## config.mk

```make
export PLATFORM = sky130hd
export DESIGN_NAME = mem_port_arbiter
export DESIGN_NICKNAME = d
export VERILOG_FILES = /design/src/rtl/mem_port_arbiter.sv
export SDC_FILE = /design/constraint.sdc
export NUM_CORES = 1
export LEC_CHECK = 0
export ABC_AREA = 1
export ABC_CLOCK_PERIOD_IN_PS = 1850
export CAP_MARGIN = 5
export CORE_MARGIN = 2
export CORE_UTILIZATION = 40
export DETAILED_ROUTE_END_ITERATION = 6
export PLACE_DENSITY = 0.72
export SETUP_SLACK_MARGIN = 0.15
export SLEW_MARGIN = 5
export SYNTH_ARGS = -nofsm -noshare
export SYNTH_HDL_FRONTEND = slang
export SYNTH_SLANG_ARGS = --single-unit
```

## constraint.sdc

```tcl
create_clock -name i_clk -period 1.85 [get_ports i_clk]
set_input_delay 0.37 -clock i_clk [delete_from_list [all_inputs] [get_ports i_clk]]
set_output_delay 0.37 -clock i_clk [all_outputs]
set_load 0.01 [all_outputs]
```

## src/rtl/mem_port_arbiter.sv

```systemverilog
// mem_port_arbiter: four-way round-robin owner of one shared datapath port.
// Produces a registered one-hot grant plus the 2-bit mux select. Ownership
// lasts until the owner completes, withdraws, or has held the port MAX_HOLD cycles.
module mem_port_arbiter #(
    parameter int unsigned MAX_HOLD = 16,
    parameter int unsigned NB_CNT   = 8
) (
    input  logic       i_clk,
    input  logic       i_reset,
    input  logic [3:0] i_req,
    input  logic       i_done,
    output logic [3:0] o_gnt,
    output logic [1:0] o_sel,
    output logic       o_valid,
    output logic       o_timeout
);

    typedef enum logic {
        IDLE,
        GRANT
    } state_t;

    // cnt == HOLD_LAST marks the final permitted cycle of a grant
    localparam logic [NB_CNT-1:0] HOLD_LAST = NB_CNT'(MAX_HOLD - 1);

    state_t            state;
    logic [1:0]        ptr;
    logic [NB_CNT-1:0] cnt;

    logic [1:0] winner;
    logic [1:0] idx;
    logic       hit_limit;
    logic       release_now;

    // Pick the first requester at or after ptr, wrapping 3->0. The scan runs
    // from the farthest offset inwards, so the nearest set bit is written last.
    always_comb begin
        winner = ptr;
        idx    = ptr;
        for (int unsigned k = 0; k < 4; k++) begin
            idx = ptr + 2'(3 - k);
            if (i_req[idx]) begin
                winner = idx;
            end
        end
    end

    // Release conditions for the current owner
    always_comb begin
        hit_limit   = (cnt == HOLD_LAST);
        release_now = i_done || !i_req[o_sel] || hit_limit;
    end

    // Grant FSM with registered outputs
    always_ff @(posedge i_clk) begin
        if (i_reset) begin
            state     <= IDLE;
            o_gnt     <= '0;
            o_sel     <= '0;
            o_valid   <= 1'b0;
            o_timeout <= 1'b0;
            ptr       <= '0;
            cnt       <= '0;
        end else begin
            o_timeout <= 1'b0;
            case (state)
                IDLE: begin
                    if (|i_req) begin
                        state   <= GRANT;
                        o_gnt   <= 4'b0001 << winner;
                        o_sel   <= winner;
                        o_valid <= 1'b1;
                        cnt     <= '0;
                        ptr     <= winner + 2'd1;
                    end
                end
                GRANT: begin
                    if (release_now) begin
                        // done on the last permitted cycle is a normal completion
                        o_timeout <= hit_limit && !i_done;
                        cnt       <= '0;
                        if (|i_req) begin
                            o_gnt   <= 4'b0001 << winner;
                            o_sel   <= winner;
                            o_valid <= 1'b1;
                            ptr     <= winner + 2'd1;
                        end else begin
                            state   <= IDLE;
                            o_gnt   <= '0;
                            o_valid <= 1'b0;
                        end
                    end else begin
                        cnt <= cnt + NB_CNT'(1);
                    end
                end
                default: state <= IDLE;
            endcase
        end
    end

endmodule
```

==> flow_summary.ini <==
[power]
p_leak_nw = 0.6768
internal_power_mw = 1.224
power_frac_seq_pct = 26.4
max-vdd-ir-drop_v = 0.001075
switching_share_pct = 44.34
clockPowerShare_pct = 9.7
netSwitchingPower_uw = 974.7
power_frac_comb_pct = 63.8
power.density_nw_per_um2 = 1381

[global_routing]
grt_remaining_overflow = 0
grt_usage_pct = 15.54
antenna_found_initial = 0
grt_pass1_vias = 967
grt_start_max_net_pins = 12
grt_first_pass_wirelength_mm = 4.050

[worst_setup_path]
crit_top_cell = nand2_2
crit_chain = buf_12 -> o21ai_4 -> nand2_2 -> nand2_2 -> nand2_2 -> nand2_2 -> nand2_2 -> nand2_2 -> nand2_4 -> ha_4 -> o21ai_2 -> a21oi_2
path_max_fanout = 8
endpoint_kind = register
max_stage_delay_ns = 0.39
worstRegToRegCells = 12
cp_top_family = simple AND/OR/NAND/NOR gates
critPathBufInv = 1
cp-start-kind = register
rrSetupSlack_ns = 0.20
worstSetupPathType = reg -> reg
critical_path.slowest_cell = dfxtp_4
required_ns = 2.08
crit_cells = 12
cp.arrival_ns = 1.89

[timing]
worstMarginPinSlew_ns = 0.3451
rsz0062_at_grt = yes
holdWs_ns = 0.4657
fmax_ghz = 0.6047
finalHoldViolations = 0
finClkSkew_ns = 0.007344
slew_headroom_pct = 76.97
maxSlewViolCount = 0
fin_ws_ns = 0.1962
min_period_ns = 1.654
finalSetupViolations = 0
final.period_utilization_pct = 89.40

[drt]
drt_wl_total_mm = 2.622
viasPerCell = 5.135
firstDrtPassIters = 4
wire_per_inst_um = 11.81
postRouteAntennaNets = 0
drt-initial-drc-count = 38
drcViolationCount = 0
via_count = 1140

[clocking]
clkTransAtPathRegs_ns = 0.11
ctsHoldBuffers = 0
cts_sinks = 19
numCtsBuffers = 3
clk_path_buf_depth = 2
root_buffer = clkbuf_4
clock_latency_ns = 0.30
cts_tree = yes
h-tree-depth = 1

[logic_synthesis]
synthTopCellsByArea = dfxtp_1, nand2_1, nand3_1
synth_top_area_cell = dfxtp_1
ys_seq_area_share_pct = 33.85
ys_async_sr_fraction_pct = 0
syn-mean-instance-area_um2 = 6.979
ys_seq_elements = 19
synth_cell_types = 26
synth_most_common_cell = nand2_1
synth_ff_type = dfxtp_1
synth_top_area_share_pct = 33.85
synth_edf_count = 0
syn_inst = 161
syn_area_um2 = 1124
yosys_warnings = 0
synth_nets = 173
ys_top_cells_by_count = nand2_1, dfxtp_1, nand3_1

[flow_run]
drv_cap = 0

[layout]
num-nets-final = 204
drive_gt1_share_pct = 42.93
syn2layout_area_growth_pct = 41.65
fin_cells = 222
antenna_cells = 0

[die]
dieArea_um2 = 3249
row_count = 19
core_um2 = 2710
io_pins = 15
start_util_pct = 41.46
die_w_um = 57
die_y_um = 57

[hold_path]
hp-class = reg -> reg
whs_path_depth = 2

[place]
port_buffers = 14
dp_cells = 217
dpl.hpwl_mm = 1.780
dp_slack_ns = -0.2791
place.gp.congestion = 0.8173

[status]
outcome = finished clean
stage by stage:
step	TNS [ns]	total power [mW]	area [µm²]	util [%]
finish	0	2.198	1592	58.73
global route	0	2.378	1592	58.73
CTS	0	1.847	1448	53.42
detailed placement	-1.607	1.558	1396	51.52
global placement	-1.437	1.532	1396	51.52
floorplan	0	1.176	1124	-
power by group through the flow:
stage	clock (mW)	combinational, mW	sequential, mW
after floorplan	0	0.604	0.572
after global placement	0	0.968	0.564
after detailed placement	0	0.991	0.567
after CTS	0.218	1.07	0.562
after global routing	0.237	1.55	0.592
final	0.214	1.40	0.581
routing by layer:
metal  wire [µm]  global-route usage [%]
met5           0                       0
met4          31                   5.980
met3         116                   2.948
met2        1243                   24.79
met1        1231                   20.85
registers in the layout (all words and copies together), names as in the netlist:
signal and count:
cnt 8, o_gnt 4, o_sel 2, o_timeout 1, o_valid 1, ptr 2, state 1
cells by family after synthesis:
group           after synthesis  share of synthesized area [%]
simple gates                 88                          38.08
buf+inv                      25                          9.242
compound gates               22                          11.69
flops                        19                          33.85
fa+ha+maj                     5                          5.568
xor+xnor                      2                          1.559
cell type report:
cell class	count	area (µm²)
multi-input cells	117	788.3
flip-flops and latches	19	386.6
clock buffers	3	22.52
repair buffers	28	260.3
well taps	31	38.79
clock inverters	1	5.005
fillers	252	1119
inverters	23	90.09
repair_timing:
action / 4_1_cts / 5_1_grt
endpoints found under the setup margin: 4 / 6
setup buffers: 1 / 0
gates resized for setup: 11 / 42
pin swaps: 6 / 17
worst paths after layout:
path / startpoint / endpoint
worst min register to register: o_gnt[3]$_SDFFE_PP0P_ / o_gnt[3]$_SDFFE_PP0P_
worst max-delay path: ptr[0]$_SDFFE_PP0P_ / ptr[1]$_SDFFE_PP0P_
worst min-delay path: o_gnt[3]$_SDFFE_PP0P_ / o_gnt[3]$_SDFFE_PP0P_
worst max register to register: ptr[0]$_SDFFE_PP0P_ / ptr[1]$_SDFFE_PP0P_
worst reg2reg max path: stages (launching register included):
cell	delay (ns)
dfxtp_4	0.39
buf_12	0.15
o21ai_4	0.17
nand2_2	0.06
nand2_2	0.07
nand2_2	0.05
nand2_2	0.08
nand2_2	0.06
nand2_2	0.07
nand2_4	0.07
ha_4	0.27
o21ai_2	0.05
a21oi_2	0.11
layout by cell type, fill, tap and decap left out, types with 2 or more instances in the layout:
| master | netlist | final |
|---|---|---|
| buf_6 | 1 | 2 |
| clkdlybuf4s50_1 | 0 | 10 |
| ha_4 | 0 | 2 |
| o211ai_1 | 2 | 2 |
| dfxtp_2 | 0 | 2 |
| nor2_2 | 2 | 2 |
| dlygate4sd2_1 | 0 | 4 |
| nor2_1 | 8 | 8 |
| nand3_1 | 15 | 7 |
| clkinv_2 | 1 | 2 |
| dfxtp_1 | 19 | 16 |
| nand2_2 | 9 | 24 |
| nand2_1 | 46 | 28 |
| buf_4 | 0 | 11 |
| xor2_1 | 2 | 2 |
| nand3_2 | 1 | 9 |
| nand4_1 | 3 | 3 |
| ha_2 | 0 | 2 |
| nand2_4 | 0 | 3 |
| inv_2 | 8 | 9 |
| o21ai_0 | 6 | 4 |
| o21ai_1 | 3 | 3 |
| a21oi_2 | 1 | 2 |
| inv_1 | 14 | 12 |
| a21oi_1 | 8 | 7 |
| clkbuf_4 | 0 | 3 |
Power figures use the tool's default switching activity.
